<file path="config.mk">
export PLATFORM = sky130hd
export DESIGN_NAME = if_fetch_ctrl
export DESIGN_NICKNAME = d
export VERILOG_FILES = /design/src/rtl/if_fetch_ctrl.sv
export SDC_FILE = /design/constraint.sdc
export NUM_CORES = 1
export LEC_CHECK = 0
export BUFFER_PORTS_ARGS = -buffer_cell sky130_fd_sc_hd__buf_2
export CAP_MARGIN = 5
export CORE_MARGIN = 10
export CORE_UTILIZATION = 48
export DETAILED_ROUTE_END_ITERATION = 16
export GPL_ROUTABILITY_DRIVEN = 1
export PLACE_DENSITY = 0.71
export SLEW_MARGIN = 20
export SYNTH_ARGS = -nofsm -noshare
export SYNTH_HDL_FRONTEND = slang
export SYNTH_SLANG_ARGS = --single-unit
export TNS_END_PERCENT = 20
</file>
<file path="constraint.sdc">
create_clock -name clk -period 5.39 [get_ports clk]
set_input_delay 1.078 -clock clk [delete_from_list [all_inputs] [get_ports clk]]
set_output_delay 1.078 -clock clk [all_outputs]
set_load 0.1 [all_outputs]
</file>
<file path="src/rtl/if_fetch_ctrl.sv">
// Instruction-fetch sequencer: owns the PC, drives a single-outstanding
// req/ack imem port and feeds the IF/ID boundary.
module if_fetch_ctrl #(
  parameter logic [31:0] RESET_PC = 32'h00000000,
  parameter int          ADDR_W   = 32,
  parameter int          INST_W   = 32
) (
  input  logic              clk,
  input  logic              rst,
  input  logic              stall,
  input  logic              halt,
  input  logic              flush,
  input  logic [ADDR_W-1:0] flush_pc,
  input  logic              branch_flag,
  input  logic [ADDR_W-1:0] branch_target,
  output logic              imem_req,
  output logic [ADDR_W-1:0] imem_addr,
  input  logic              imem_ack,
  input  logic [INST_W-1:0] imem_rdata,
  output logic [ADDR_W-1:0] if_pc,
  output logic [INST_W-1:0] if_inst,
  output logic              if_valid
);

  typedef enum logic [1:0] {
    IDLE,
    REQ,
    HOLD,
    HALT
  } state_t;

  typedef struct packed {
    logic [ADDR_W-1:0] pc;
    logic [INST_W-1:0] inst;
  } fetch_t;

  localparam logic [ADDR_W-1:0] RST_PC =
    RESET_PC[ADDR_W-1:0];
  localparam logic [ADDR_W-1:0] ALIGN =
    {{(ADDR_W-2){1'b1}}, 2'b00};
  localparam logic [ADDR_W-1:0] STEP =
    ADDR_W'(4);

  state_t            state_q, state_d;
  logic [ADDR_W-1:0] pc_q, pc_d;
  logic [ADDR_W-1:0] addr_q, addr_d;
  logic              req_q, req_d;
  fetch_t            if_q, if_d;
  logic              ifv_q, ifv_d;
  fetch_t            sk_q, sk_d;
  logic              skv_q, skv_d;
  logic              disc_q, disc_d;

  logic              redir;
  logic              take;
  logic [ADDR_W-1:0] raw_tgt;
  logic [ADDR_W-1:0] tgt;
  logic [ADDR_W-1:0] pc_inc;

  assign redir   = flush | (branch_flag & ~stall);
  assign raw_tgt = flush ? flush_pc : branch_target;
  assign tgt     = raw_tgt & ALIGN;
  assign take    = (state_q == REQ) & req_q & imem_ack;
  assign pc_inc  = pc_q + STEP;

  always_comb begin
    state_d = state_q;
    pc_d    = pc_q;
    addr_d  = addr_q;
    req_d   = req_q;
    if_d    = if_q;
    ifv_d   = stall ? ifv_q : 1'b0;
    sk_d    = sk_q;
    skv_d   = skv_q;
    disc_d  = disc_q;

    unique case (state_q)
      IDLE: begin
        if (halt) begin
          state_d = HALT;
        end else begin
          state_d = REQ;
          req_d   = 1'b1;
          addr_d  = pc_q;
        end
      end
      REQ: begin
        if (take && disc_q) begin
          // stale response from before a redirect
          disc_d = 1'b0;
          if (halt) begin
            req_d   = 1'b0;
            state_d = HALT;
          end else begin
            addr_d = pc_q;
          end
        end else if (take) begin
          pc_d = pc_inc;
          if (stall) begin
            sk_d.pc   = addr_q;
            sk_d.inst = imem_rdata;
            skv_d     = 1'b1;
            req_d     = 1'b0;
            state_d   = HOLD;
          end else begin
            if_d.pc   = addr_q;
            if_d.inst = imem_rdata;
            ifv_d     = 1'b1;
            if (halt) begin
              req_d   = 1'b0;
              state_d = HALT;
            end else begin
              addr_d = pc_inc;
            end
          end
        end
      end
      HOLD: begin
        if (!stall) begin
          if_d  = sk_q;
          ifv_d = skv_q;
          skv_d = 1'b0;
          if (halt) begin
            state_d = HALT;
          end else begin
            state_d = REQ;
            req_d   = 1'b1;
            addr_d  = pc_q;
          end
        end
      end
      HALT: begin
        if (!halt) begin
          state_d = REQ;
          req_d   = 1'b1;
          addr_d  = pc_q;
        end
      end
      default: state_d = IDLE;
    endcase

    // a live request cannot be withdrawn, so mark its response stale
    if (redir) begin
      pc_d    = tgt;
      ifv_d   = 1'b0;
      skv_d   = 1'b0;
      state_d = REQ;
      req_d   = 1'b1;
      if ((state_q == REQ) && req_q && !imem_ack) begin
        disc_d = 1'b1;
        addr_d = addr_q;
      end else begin
        disc_d = 1'b0;
        addr_d = tgt;
      end
    end
  end

  always_ff @(posedge clk or negedge rst) begin
    if (!rst) begin
      state_q <= IDLE;
      pc_q    <= RST_PC;
      addr_q  <= RST_PC;
      req_q   <= 1'b0;
      if_q    <= '0;
      ifv_q   <= 1'b0;
      sk_q    <= '0;
      skv_q   <= 1'b0;
      disc_q  <= 1'b0;
    end else begin
      state_q <= state_d;
      pc_q    <= pc_d;
      addr_q  <= addr_d;
      req_q   <= req_d;
      if_q    <= if_d;
      ifv_q   <= ifv_d;
      sk_q    <= sk_d;
      skv_q   <= skv_d;
      disc_q  <= disc_d;
    end
  end

  assign imem_req  = req_q;
  assign imem_addr = addr_q;
  assign if_pc     = if_q.pc;
  assign if_inst   = if_q.inst;
  assign if_valid  = ifv_q;

endmodule

</file>
## Yosys cells after proc, flatten, opt, wreduce, memory -nomap -nowiden

Cells that the tools add are included.

| operators by class | value |
|---|---|
| equality and inequality tests | 17 |
| bitwise logic cells | 6 |
| reduce and logical (&&, ||, !) cells | 19 |
| multiplexer cells | 53 |
| add/sub/neg operators | 1 |

Operators by type and width:

| operator | count |
|---|---|
| 2-to-1 mux 32 bit | 13 |
| 2-to-1 mux 64 bit | 4 |
| case mux 64 bit (2 select lines) | 1 |
| case mux 32 bit (3 select lines) | 1 |
| adder 32 x 3 -> 32 bit (second input constant) | 1 |
| 2-to-1 mux 1 bit | 22 |
| 2-to-1 mux 2 bit | 8 |
| inequality test 3 bit (second input constant) | 5 |
| AND reduction 5 bit | 3 |
| inequality test 2 bit (second input constant) | 6 |
| inequality test 4 x 3 -> 1 bit (second input constant) | 3 |
| case mux 2 bit (4 select lines) | 1 |
| nonzero test 2 bit | 4 |
| AND reduction 3 bit | 2 |
| == test 2 bit (second input constant) | 2 |
| case mux 1 bit (2 select lines) | 2 |
| AND reduction 2 bit | 2 |
| AND reduction 4 bit | 1 |
| AND 1 bit | 3 |
| logical AND 1 bit | 3 |
| case mux 1 bit (3 select lines) | 1 |
| nonzero test 3 bit | 1 |
| == test 2 x 1 -> 1 bit (second input constant) | 1 |
| logical NOT 2 bit | 1 |
| other kinds (4) | 5 |

| word-level totals | value |
|---|---|
| register bits | 198 |
| bits of input ports | 103 |
| output and inout bits | 98 |
| word-level logic and storage cells | 107 |

## Depth between registers and ports, before layout

| depth | value |
|---|---|
| depth in word-level cells | 7 |
| gate-level depth with buffers | 10 |
| gate-level depth less buffers | 7 |

## Least setup slack after synthesis

No wires, ideal clock.

| timing path | value |
|---|---|
| path type | input to register |
| start | input port stall |
| end | register addr_q[23] (netlist: imem_addr[23]) |
| data required time | 5,267 ps |
| stages on the path | 6 |
| data arrival time | 2,475 ps |
| path slack | 2,792 ps |
| path through | clkbuf_1 > or3b_2 > clkbuf_1 > o22ai_1 > a21oi_1 > a32o_1 |

| on the way | value |
|---|---|
| cells in the longest elaborated chain, start to end | 5 |
| elaborated cells between the ends (all ways) | 10 |

RTL lines:

| element | RTL line | source |
|---|---|---|
| from (decl) | 10 | `input logic stall,` |
| NOT 1 bit | 60 | `assign redir = flush \| (branch_flag & ~stall);` |
| AND 1 bit | 60 |  |
| OR 1 bit | 60 |  |
| inequality test 4 x 3 -> 1 bit (no source line) (tied with other cells) | - |  |
| AND reduction 5 bit (no source line) | - |  |
| to (signal assigned) | 173 | `addr_q <= addr_d;` |
| to (decl) | 46 | `logic [ADDR_W-1:0] addr_q, addr_d;` |

Several ways; a longest one is shown, not always the timed one.
A chain may end at the register's enable or synchronous reset.

## Worst setup path after layout

| timing path | value |
|---|---|
| start | register state_q[1] |
| end | register addr_q[6] (netlist: imem_addr[6]) |

| on the way | value |
|---|---|
| cells in the longest elaborated chain, start to end | 7 |
| elaborated cells between the ends (all ways) | 19 |

RTL lines:

| element | RTL line | source |
|---|---|---|
| from (decl) | 44 | `state_t state_q, state_d;` |
| from (signal assigned) | 171 | `state_q <= state_d;` |
| == test 2 x 1 -> 1 bit | 63, 77, 149 |  |
| AND 1 bit (2 in series) | 63 | `assign take = (state_q == REQ) & req_q & imem_ack;` |
| logical AND 1 bit | 88 | `if (take && disc_q) begin` |
| 2-to-1 mux 32 bit | 88 |  |
| case mux 32 bit (3 select lines) | 77 | `unique case (state_q)` |
| 2-to-1 mux 32 bit | 143 | `if (redir) begin` |

Several ways; a longest one is shown, not always the timed one.

==> metrics.yaml <==
critical_path:
  path_class: "flip-flop to flip-flop"
  critPathArrivalTime_ns: 3.66
  r2r_cells: 6
  r2r-end: "imem_addr[6]"
  r2r_start: "state_q[1]"
  crit_fanout: 20
  r2r_slack_ns: 2.06
  cp-start-kind: "flip-flop"
  end_kind: "flip-flop"
  critPathRequiredTime_ns: 5.71
grt:
  grt_pass1_vias: 8217
  grt_start_max_net_pins: 129
  grt-ovfl-total: 0
  grt_use_total: 0.209
  antenna_found_initial: 1
  grt_first_pass_wirelength_um: 44900
timing:
  fin_crit_sh: 0.618
  fmax_mhz: 300
  hold_ws_ns: 0.484
  drv_slew: 0
  relSlewSlack: 0.160
  tns_ns: 0
  clock_skew_ns: 0.0149
  hold_viol_final: 0
  worst_slew_pin_slew_ns: 1.25
  setup_viol: 0
  rsz0062_at_grt: "false"
  finalCriticalPeriod_ns: 3.33
logic_synthesis:
  synth_enable_flop_cells: 0
  synth_top_area_cell: "dfrtp_1"
  synth_cell_type_count: 71
  synthArstFlopShare: 1.00
  syn_inst: 989
  seq_area_frac_synth: 0.489
  synth_area_leaders: "dfrtp_1 (49%), mux2i_1 (8.4%), mux2_2 (7.2%)"
  synth_commonest_cells: "dfrtp_1 (196), a21oi_1 (119), nor2_1 (107), mux2i_1 (84), mux2_2 (64)"
  netlist_area_sq_um: 10000
  ys_ff_latch: 196
  syn_avg_cell_area_sq_um: 10.1
  synth_warnings: 0
  post-synth-top-count-cell: "dfrtp_1"
  synth.net_count: 1096
  ys.flop_type: "dfrtp_1"
  synth_top_area_share: 0.489
die:
  ios: 201
  die_w_um: 165
  die_h_um: 165
  dieArea_sq_um: 27100
  rows: 52
  initial_core_util: 0.491
  coreArea_sq_um: 20400
hold_path:
  worstHoldStart: "sk_q[51]"
  hold_depth: 2
  hold_class: "flip-flop to flip-flop"
  hold_end: "sk_q[51]"
cts:
  cts_tree: "done"
  cts_buffer_depth: 2
  cts_repair_resize_count: 0
  hold_buffers: 0
  insertion_delay_ns: 0.44
  post_cts_buffers: 0
  cts.sinks: 196
  cts_buffers: 17
  htreeDepth: 4
  clkSlewWorstSetupHoldPaths_ns: 0.07
  root_buffer: "clkbuf_16"
detailed_routing:
  viasPerCell: 5.88
  drt_iter0_markers: 877
  wl_per_cell_um: 20.2
  wirelength_um: 28800
  firstDrtPassIters: 6
  drc: 0
  num_vias: 8411
  detail-route-antenna-nets: 0
pwr:
  powerDensity_nw_per_um2: 649
  ir_worst_vdd_mv: 0.259
  p_leak_nw: 5.03
layout:
  area_growth_pct: 17.7
  nFillCells: 1807
  nNetsFinal: 1253
  drive_gt1_frac: 0.283
placement:
  gp_congestion: 0.919
  port_buffers: 196
  hpwl_um: 19800
run_status:
  status: "finished, final reports clean"
flow_run:
  cap_violations: 0
-- metrics by stage --
| step | cell area (sq um) | total power, mW | instances | utilization | setup slack (ns) |
|---|---|---|---|---|---|
| floorplan | 10000 | 5.63 | 989 | - | 2.79 |
| global placement | 11200 | 6.38 | 1397 | 0.550 | 1.84 |
| detailed placement | 11200 | 6.47 | 1397 | 0.550 | 1.80 |
| CTS | 11800 | 7.72 | 1429 | 0.578 | 2.13 |
| global route | 11800 | 8.02 | 1429 | 0.578 | 1.98 |
| finish | 11800 | 7.67 | 1430 | 0.578 | 2.06 |
-- sequential cells by signal (all words and copies together), names as in the netlist --
signal,cells
disc_q,1
if_inst,32
if_pc,32
if_valid,1
imem_addr,32
imem_req,1
pc_q,30
sk_q,64
skv_q,1
state_q,2
-- power breakdown --
group | internal [mW] | leakage [nW] | switching, mW | total (mW)
combinational | 0.785 | 2.48 | 3.18 | 3.96
sequential | 2.04 | 2.27 | 0.422 | 2.46
clock | 0.661 | 0.284 | 0.584 | 1.25
total | 3.49 | 5.03 | 4.19 | 7.67
-- how the worst max path moves through the flow --
stage	startpoint	end
after detailed placement	flush	imem_addr[6]
final	state_q[1]	imem_addr[6]
after floorplan	stall	imem_addr[23]
after global placement	flush	imem_addr[6]
after global routing	state_q[1]	imem_addr[23]
after CTS	state_q[1]	imem_addr[6]
-- critical path, cell delays in order (launching register included) --
cell and delay, ns:
dfrtp_1 0.44, inv_1 0.08, ha_1 0.59, clkinv_1 0.43
o21ai_1 0.85, o21ai_1 0.40, a221o_1 0.44
-- placed cells by master, fill, tap and decap left out, drive strengths merged, types with 9 or more instances in the layout --
| master | count |
|---|---|
| nand4 | 20 |
| buf | 210 |
| a211oi | 9 |
| nand3 | 23 |
| nand2 | 54 |
| nor2 | 107 |
| and3 | 9 |
| mux2 | 64 |
| clkbuf | 21 |
| dfrtp | 196 |
| mux2i | 84 |
| o21ai | 41 |
| xnor2 | 9 |
| clkinv | 10 |
| a31oi | 14 |
| o22ai | 16 |
| xor2 | 10 |
| a21oi | 119 |
| inv | 17 |
-- layer usage --
| layer | GRT usage | part of all wire |
|---|---|---|
| met1 | 0.284 | 0.45 |
| met2 | 0.320 | 0.45 |
| met3 | 0.0495 | 0.078 |
| met4 | 0.0725 | 0.020 |
| met5 | 0 | 0 |
-- area by class of cell --
type	instances	area, sq um	area share
clock buffers	20	447	0.0378
clock inverters	12	125	0.0106
inverters	16	60.1	0.00508
multi-input cells	704	4810	0.407
diodes	1	2.50	0.000212
flip-flops and latches	196	4900	0.415
repair buffers	211	1130	0.0957
well taps	270	338	0.0286
-- cells by family (layout without fill, tap and decap cells) --
logic type,after synthesis,after routing,synth area share
other,0,1,0
adders and majority gates,4,4,0.00499
xor gates and xnor gates,19,19,0.0166
muxes,148,148,0.156
DFF,196,196,0.489
buffers and inverters,89,259,0.0364
and+or+nand+nor,258,258,0.128
AOI/OAI and AO/OA,275,275,0.169
(Power assumes the default switching activity.)
